## src/rtl/instr_fetch_unit.sv

```systemverilog
// Fetch engine: owns the PC, issues one-cycle-latency instruction memory reads
// and buffers up to two {pc, instr} pairs for decode over valid/ready.
module instr_fetch_unit #(
  parameter int          NUM_INSTR = 32,
  parameter int unsigned RESET_PC  = 0,
  localparam int         ADDR_W    = $clog2(NUM_INSTR) * 4
) (
  input  logic              clk,
  input  logic              rst,
  output logic [ADDR_W-1:0] imem_addr,
  input  logic [31:0]       imem_instr,
  input  logic              redirect_valid,
  input  logic [ADDR_W-1:0] redirect_pc,
  output logic              out_valid,
  input  logic              out_ready,
  output logic [31:0]       out_instr,
  output logic [ADDR_W-1:0] out_pc
);

  localparam logic [ADDR_W-1:0] RESET_ADDR = ADDR_W'(RESET_PC);

  logic [ADDR_W-1:0] fetch_pc_reg;
  logic              inflight_reg;
  logic [ADDR_W-1:0] inflight_pc_reg;
  logic [1:0]        count_reg;
  logic [1:0]        count_next;
  logic              wr_ptr_reg;
  logic              rd_ptr_reg;

  logic       pop;
  logic       push;
  logic       issue;
  logic [2:0] occupancy;

  assign pop       = (count_reg != 2'd0) && out_ready;
  assign push      = inflight_reg;
  assign occupancy = {1'b0, count_reg} + {2'b00, inflight_reg};
  // Reserve a FIFO slot for every outstanding fetch so responses never overflow.
  assign issue     = !redirect_valid && (occupancy < (3'd2 + {2'b00, pop}));

  always_comb begin
    count_next = count_reg;
    unique case ({push, pop})
      2'b10:   count_next = count_reg + 2'd1;
      2'b01:   count_next = count_reg - 2'd1;
      default: count_next = count_reg;
    endcase
  end

  always_ff @(posedge clk) begin
    if (rst) begin
      fetch_pc_reg    <= RESET_ADDR;
      inflight_reg    <= 1'b0;
      inflight_pc_reg <= '0;
      count_reg       <= 2'd0;
      wr_ptr_reg      <= 1'b0;
      rd_ptr_reg      <= 1'b0;
    end else if (redirect_valid) begin
      fetch_pc_reg <= {redirect_pc[ADDR_W-1:2], 2'b00};
      inflight_reg <= 1'b0;
      count_reg    <= 2'd0;
      wr_ptr_reg   <= 1'b0;
      rd_ptr_reg   <= 1'b0;
    end else begin
      if (issue) begin
        inflight_reg    <= 1'b1;
        inflight_pc_reg <= fetch_pc_reg;
        fetch_pc_reg    <= fetch_pc_reg + ADDR_W'(4);
      end else begin
        inflight_reg <= 1'b0;
      end
      if (push) wr_ptr_reg <= ~wr_ptr_reg;
      if (pop)  rd_ptr_reg <= ~rd_ptr_reg;
      count_reg <= count_next;
    end
  end

  always_ff @(posedge clk) begin
    if (!rst && !redirect_valid) begin
      assert (!(push && !pop && count_reg == 2'd2));
    end
  end

  genvar gi;
  generate
    for (gi = 0; gi < 2; gi++) begin : g_entry
      logic [ADDR_W-1:0] pc_reg;
      logic [31:0]       instr_reg;
      always_ff @(posedge clk) begin
        if (rst) begin
          pc_reg    <= '0;
          instr_reg <= '0;
        end else if (push && !redirect_valid && (wr_ptr_reg == 1'(gi))) begin
          pc_reg    <= inflight_pc_reg;
          instr_reg <= imem_instr;
        end
      end
    end
  endgenerate

  assign imem_addr = fetch_pc_reg;
  assign out_valid = (count_reg != 2'd0);
  assign out_pc    = rd_ptr_reg ? g_entry[1].pc_reg    : g_entry[0].pc_reg;
  assign out_instr = rd_ptr_reg ? g_entry[1].instr_reg : g_entry[0].instr_reg;

endmodule

```

## config.mk

```make
export PLATFORM = sky130hd
export DESIGN_NAME = instr_fetch_unit
export DESIGN_NICKNAME = d
export VERILOG_FILES = /design/src/rtl/instr_fetch_unit.sv
export SDC_FILE = /design/constraint.sdc
export NUM_CORES = 1
export LEC_CHECK = 0
export BUFFER_PORTS_ARGS = -buffer_cell sky130_fd_sc_hd__clkbuf_2
export CORE_MARGIN = 1
export CORE_UTILIZATION = 49
export DETAILED_ROUTE_END_ITERATION = 10
export GPL_TIMING_DRIVEN = 0
export PLACE_DENSITY = 0.88
export SLEW_MARGIN = 15
export SYNTH_ARGS = -nofsm -noshare
export SYNTH_HDL_FRONTEND = slang
export SYNTH_SLANG_ARGS = --single-unit
```

## constraint.sdc

```tcl
create_clock -name clk -period 2.4 [get_ports clk]
set_clock_uncertainty 0.2 [all_clocks]
set_input_delay 0.24 -clock clk [delete_from_list [all_inputs] [get_ports clk]]
set_output_delay 0.24 -clock clk [all_outputs]
set_load 0.01 [all_outputs]
```

# Word-level counts from Yosys, hierarchy flattened

Index checks and enable logic that the tools add are counted.

$add $sub $neg: 5
Multiply operators: 0
Divide/modulo/power cells: 0
$lt $le $gt $ge: 1
Eq/ne operators: 2
Shift operators: 0
Mux-type cells: 6
Bitwise gates (word level): 3
Reduce and logical (&&, ||, !) cells: 11

Operators with widths:

| cell                    | count |
|---|---|
| $mux W20                | 3 |
| $mux W32                | 1 |
| $add A20 B3 Y20 const B | 1 |
| $reduce_bool A2 Y1      | 3 |
| $logic_and A1 B1 Y1     | 5 |
| $pmux W2 S2             | 1 |
| $add A2 B1 Y3           | 1 |
| $add A2 B1 Y3 const A   | 1 |
| $lt A3 B3 Y1            | 1 |
| $not A1 Y1              | 3 |
| $add A2 B1 Y2 const B   | 1 |
| $eq A2 B1 Y1 const B    | 1 |
| $eq A2 B2 Y1 const B    | 1 |
| $reduce_and A2 Y1       | 1 |
| $reduce_or A2 Y1        | 1 |
| $sub A2 B1 Y2 const B   | 1 |
| $logic_not A1 Y1        | 1 |
| $mux W1                 | 1 |

Flip-flop bits (word level): 149
Latch bits: 0
RAM bits: 0
Memory bits (read-only): 0
Input bits: 56
Output and inout bits: 73
Logic and storage cells: 39
Memories: 0

# Logic depth before layout (Yosys ltp)

Depth in word-level cells: 7
Gate-level depth with buffers: 8

# Worst setup path after synthesis

No wires, ideal clock.

Path type: register to register
Start point: register count_reg[0]
End point: register fetch_pc_reg[19], in the netlist imem_addr[19]
Data arrival time: 1969 ps
Required time: 2085 ps
Slack: 116 ps
Cell stages (with the launch flop): 9
Cells stage by stage: dfxtp_1 > ha_1 > ha_1 > clkbuf_1 > nand4b_1 > nor3_1 > nand4b_1 > xnor2_1 > o21a_1

Cells in the longest elaborated chain, start to end: 6
Elaborated cells on any way between the ends: 7
Classes of those cells: add/sub: 2; order compare: 1; reduce/logical: 4

RTL lines:

| element                          | line | RTL |
|---|---|---|
| start, declared                  | 25   | `logic [1:0] count_reg;` |
| start signal, assigned           | 74   | `count_reg <= count_next;` |
| $reduce_bool A2 Y1               | 35   | `assign pop = (count_reg != 2'd0) && out_ready;` |
| $logic_and A1 B1 Y1              | 35   |  |
| $add A2 B1 Y3                    | 39   | `assign issue = !redirect_valid && (occupancy < (3'd2 + {2'b00, pop}));` |
| $lt A3 B3 Y1 (*)                 | 39   |  |
| $logic_and A1 B1 Y1 (*)          | 39   |  |
| $reduce_bool A2 Y1 (no line) (*) | --   |  |
| end signal, assigned             | 59   | `fetch_pc_reg <= {redirect_pc[ADDR_W-1:2], 2'b00};` |
| end signal, assigned             | 68   | `fetch_pc_reg <= fetch_pc_reg + ADDR_W'(4);` |
| end, declared                    | 22   | `logic [ADDR_W-1:0] fetch_pc_reg;` |

Every way passes the cells marked *; elsewhere a longest branch is shown, timed or not.
A chain may end at the register's enable or synchronous reset.

# Worst setup path in the final report

Start point: register inflight_reg
End point: register inflight_pc_reg[9]

Cells in the longest elaborated chain, start to end: 4

RTL lines:

| element                     | line | RTL |
|---|---|---|
| start, declared             | 23   | `logic inflight_reg;` |
| start signal, assigned      | 53   | `inflight_reg <= 1'b0;` |
| start signal, assigned      | 60   | `inflight_reg <= 1'b0;` |
| start signal, assigned      | 66   | `inflight_reg <= 1'b1;` |
| $add A2 B1 Y3               | 37   | `assign occupancy = {1'b0, count_reg} + {2'b00, inflight_reg};` |
| $lt A3 B3 Y1                | 39   |  |
| $logic_and A1 B1 Y1         | 39   |  |
| $reduce_and A2 Y1 (no line) | --   |  |
| end signal, assigned        | 67   | `inflight_pc_reg <= fetch_pc_reg;` |
| end, declared               | 24   | `logic [ADDR_W-1:0] inflight_pc_reg;` |

No other way between the ends.

==> results.md <==
* Run status: finished clean
* Vertical die dimension at 113 µm
* Start-to-end type of the worst setup path: flop to flop
* Worst slew slack as a fraction of its limit at 52.2%
* Fraction of final layout cells sized beyond drive strength 1 at 24.6%
* Crit Reg-Reg Endpoint: inflight_pc_reg[9]
* Core ar. at 12000 µm²
* Die area at 12700 µm²
* Antenna-violating nets left at 0
* Pin count of the biggest net entering global routing at 17
* Most instantiated flip-flop cell in the synthesis netlist: dfxtp_1
* Sink of the worst hold path: count_reg[1]
* CTS tree: yes
* Global-route wire length before repair at 26.8 mm
* Routed wire length at 17.0 mm
* Vias after detailed routing at 5719
* Arrival time reported for the critical path endpoint at 2410 ps
* Seq cells post-synth at 141
* Most used routing layer: met2
* Cell-internal power at 0.00438 W
* Kind of launch point of the worst setup path: flop
* Count of port buffers added during placement at 122
* Worst vdd ir at 0.371 mV
* Global-route track usage on met3 at 5.30%
* Number of global-route vias before repair at 5499
* Number of nets in the finished design at 972
* Max FO, Critical Path at 10
* Number of library cell types mapped by synthesis at 43
* Number of flops mapped to enable cells by yosys at 0
* Simple-Gate Fraction of Synth Area at 19.3%
* Accumulated negative setup slack at 0 ps
* Leakage dissipation at 3.28 nW
* Number of flip-flops in the largest register at 64
* Met2 usage in global routing at 47.7%
* Routed wire per std cell at 15.8 µm
* Initial core utilization at 50.1%
* Number of buffers on the longest clock path at 2
* Share of total power consumed by net switching at 23.1%
* # rows at 40
* Number of slew-limit violations in the final report at 0
* FF-to-FF path depth at 8
* Sinks on the clock net at 141
* Area share of the largest cell type after synthesis at 46.9%
* Tcrit/Tclk final at 96.5%
* Final Hold Violating Endpoints at 0
* Portion of netlist area occupied by mux cells at 12.3%
* Clock edge transition at the registers on the reported setup and hold paths at 60 ps
* Per-instance average area after synthesis at 8.40 µm²
* Hold Path Cell Cnt at 3
* Weighted congestion at the end of routability-driven global placement at 0.851
* Largest cells by area after synthesis: dfxtp_1, nand2_1, a21oi_1
* Transition time at the pin with the least slew margin at 711 ps
* Worst hold path startpoint: redirect_valid
* Clock power frac at 48.0%
* Combinational power share at 8.6%
* PwrDens at 715 nW/µm²
* Max Freq at 432 MHz
* Netlist area before placement at 6020 µm²
* Number of antenna cells inserted at 0
* Final Setup Violations at 0
* Worst R2R Start: inflight_reg
* HPWL reported at the end of detailed placement at 10.8 mm
* Area share of fa/ha/maj cells after synthesis at 0.831%
* First-pass iteration count of the detailed router at 5
* Xor-xnor portion of the synthesized cell area at 2.76%
* Max Cap Viol at 0
* Post-synth top area cell: dfxtp_1
* Share of synthesized registers carrying an async set or reset at 0%
* Data required time at the worst endpoint at 2500 ps
* CTS H-tree depth at 4
* Layout overhead on the synthesized area at 32.4%
* Leading cell types by count after synthesis: nand2_1, dfxtp_1, a21oi_1
* Dominant combinational cell family by area after synthesis: simple AND/OR/NAND/NOR gates
* Sequential group share of total power at 43.4%
* Min-delay worst type: input pin to flop
* Cell area after layout at 7970 µm²
* Setup slack, reg-to-reg at 80 ps
* Clock tree root buffer cell: clkbuf_16
* Placed instance count at 989
* Area post-placement at 6830 µm²
* Number of top-level pins at 129
* Met1 routing resource usage after global routing at 32.8%
* Area fraction in compound gates after synthesis at 12.7%
* Most common cell in the netlist: nand2_1
* Net Sw Power at 0.00132 W
* Final std cells w/o fill at 1070
* Final critical delay including setup and external delays at 2320 ps
* Synth warn at 0
* Clock latency at the later pin of the worst-skew pair at 420 ps
* Residual DRC at 0
* Capturing element type of the critical path: flop
* Antenna violations before repair at 0
* Post-synthesis instance total at 717
* Detailed Route Iter0 Violations at 538
* Die outline width at 113 µm
* Overflow after GRT at 0
* TritonCTS buffer count at 17
* Vias per std cell at 5.34
* Unrepaired setup endpoints after global routing: true
* Proportion of synthesized chip area in sequential cells at 46.9%
* Total routing usage reported by global routing at 26.9%
[critical path, stage by stage (launching register included)]
cell and delay, ps:
dfxtp_1 360, ha_1 220, ha_1 280, o21a_1 160, nor3_1 150, clkbuf_4 270, buf_4 260, mux2i_1 250
nor2_1 50
[kinds of logic after synthesis]
family,after synthesis
multiplexers,68
flip-flops,141
AO/OA/AOI/OAI,142
adder cells (fa/ha/maj),4
AND/OR/NAND/NOR,268
XOR/XNOR,19
other,1
buffers and inverters,74
[per-layer routing]
metal	share of wire, %	wire length (µm)	vias to the layer above
met4	1.6	264	0
met2	50	8510	228
li1	-	-	2769
met1	42	7200	2696
met3	5.8	977	26
met5	0	0	-
[worst max-delay path by stage]
stage / startpoint / to / slack, ps / cells after the start
after floorplan: count_reg[0] / imem_addr[19] / 120 / 8
after global placement: inflight_reg / imem_addr[19] / -270 / 8
after detailed placement: count_reg[0] / imem_addr[19] / -270 / 8
after CTS: count_reg[0] / imem_addr[19] / 20 / 8
after global routing: inflight_reg / imem_addr[5] / -10 / 7
final: inflight_reg / inflight_pc_reg[9] / 80 / 8
[cells in the final DEF (no fill, tap or decap), types with 5 or more instances in the layout]
cell type | Yosys | layout
clkbuf_16 | 0 | 17
mux2_2 | 50 | 50
a21oi_1 | 115 | 115
mux2i_1 | 18 | 18
dfxtp_1 | 141 | 141
inv_1 | 19 | 19
o21a_1 | 15 | 15
nor3_1 | 6 | 5
clkbuf_2 | 0 | 127
nor2_1 | 23 | 23
xor2_1 | 8 | 8
clkbuf_1 | 44 | 38
nand2_1 | 208 | 208
xnor2_1 | 11 | 11
dlygate4sd3_1 | 0 | 51
buf_4 | 5 | 6
[power groups by stage]
| stage | Clock, W | Sequential [W] | Combinational [W] |
|---|---|---|---|
| after floorplan | 0 | 0.00251 | 0.000240 |
| after global placement | 0 | 0.00252 | 0.000396 |
| after detailed placement | 0 | 0.00252 | 0.000404 |
| after CTS | 0.00274 | 0.00247 | 0.000475 |
| after global routing | 0.00286 | 0.00248 | 0.000527 |
| final | 0.00273 | 0.00247 | 0.000488 |
[per-stage QoR]
step	worst slack [ps]	hold slack, ps	power, W	utilization (%)
finish	84.7	80.3	0.00570	66.4
floorplan	116	176	0.00275	-
global route	-13.8	119	0.00587	66.4
global placement	-266	238	0.00291	56.8
CTS	15.7	51.6	0.00569	66.3
detailed placement	-265	245	0.00292	56.8
[what timing repair did]
| action | CTS | global route |
|---|---|---|
| endpoints found under the hold margin | 86 | 0 |
| endpoints found under the setup margin | 54 | 31 |
| resized for setup | 5 | 5 |
| setup buffers | 1 | 0 |
| hold buffers | 51 | 0 |
[cell type report]
cell class | instances | area, µm²
timing repair buffer | 174 | 1130
fill | 912 | 4040
clock buffer | 18 | 439
multi-input combinational | 505 | 2910
tap | 147 | 184
sequential | 141 | 2820
inverter | 19 | 71.3
clock inverter | 12 | 171
buffer | 54 | 241
Power figures use the tool's default switching activity.
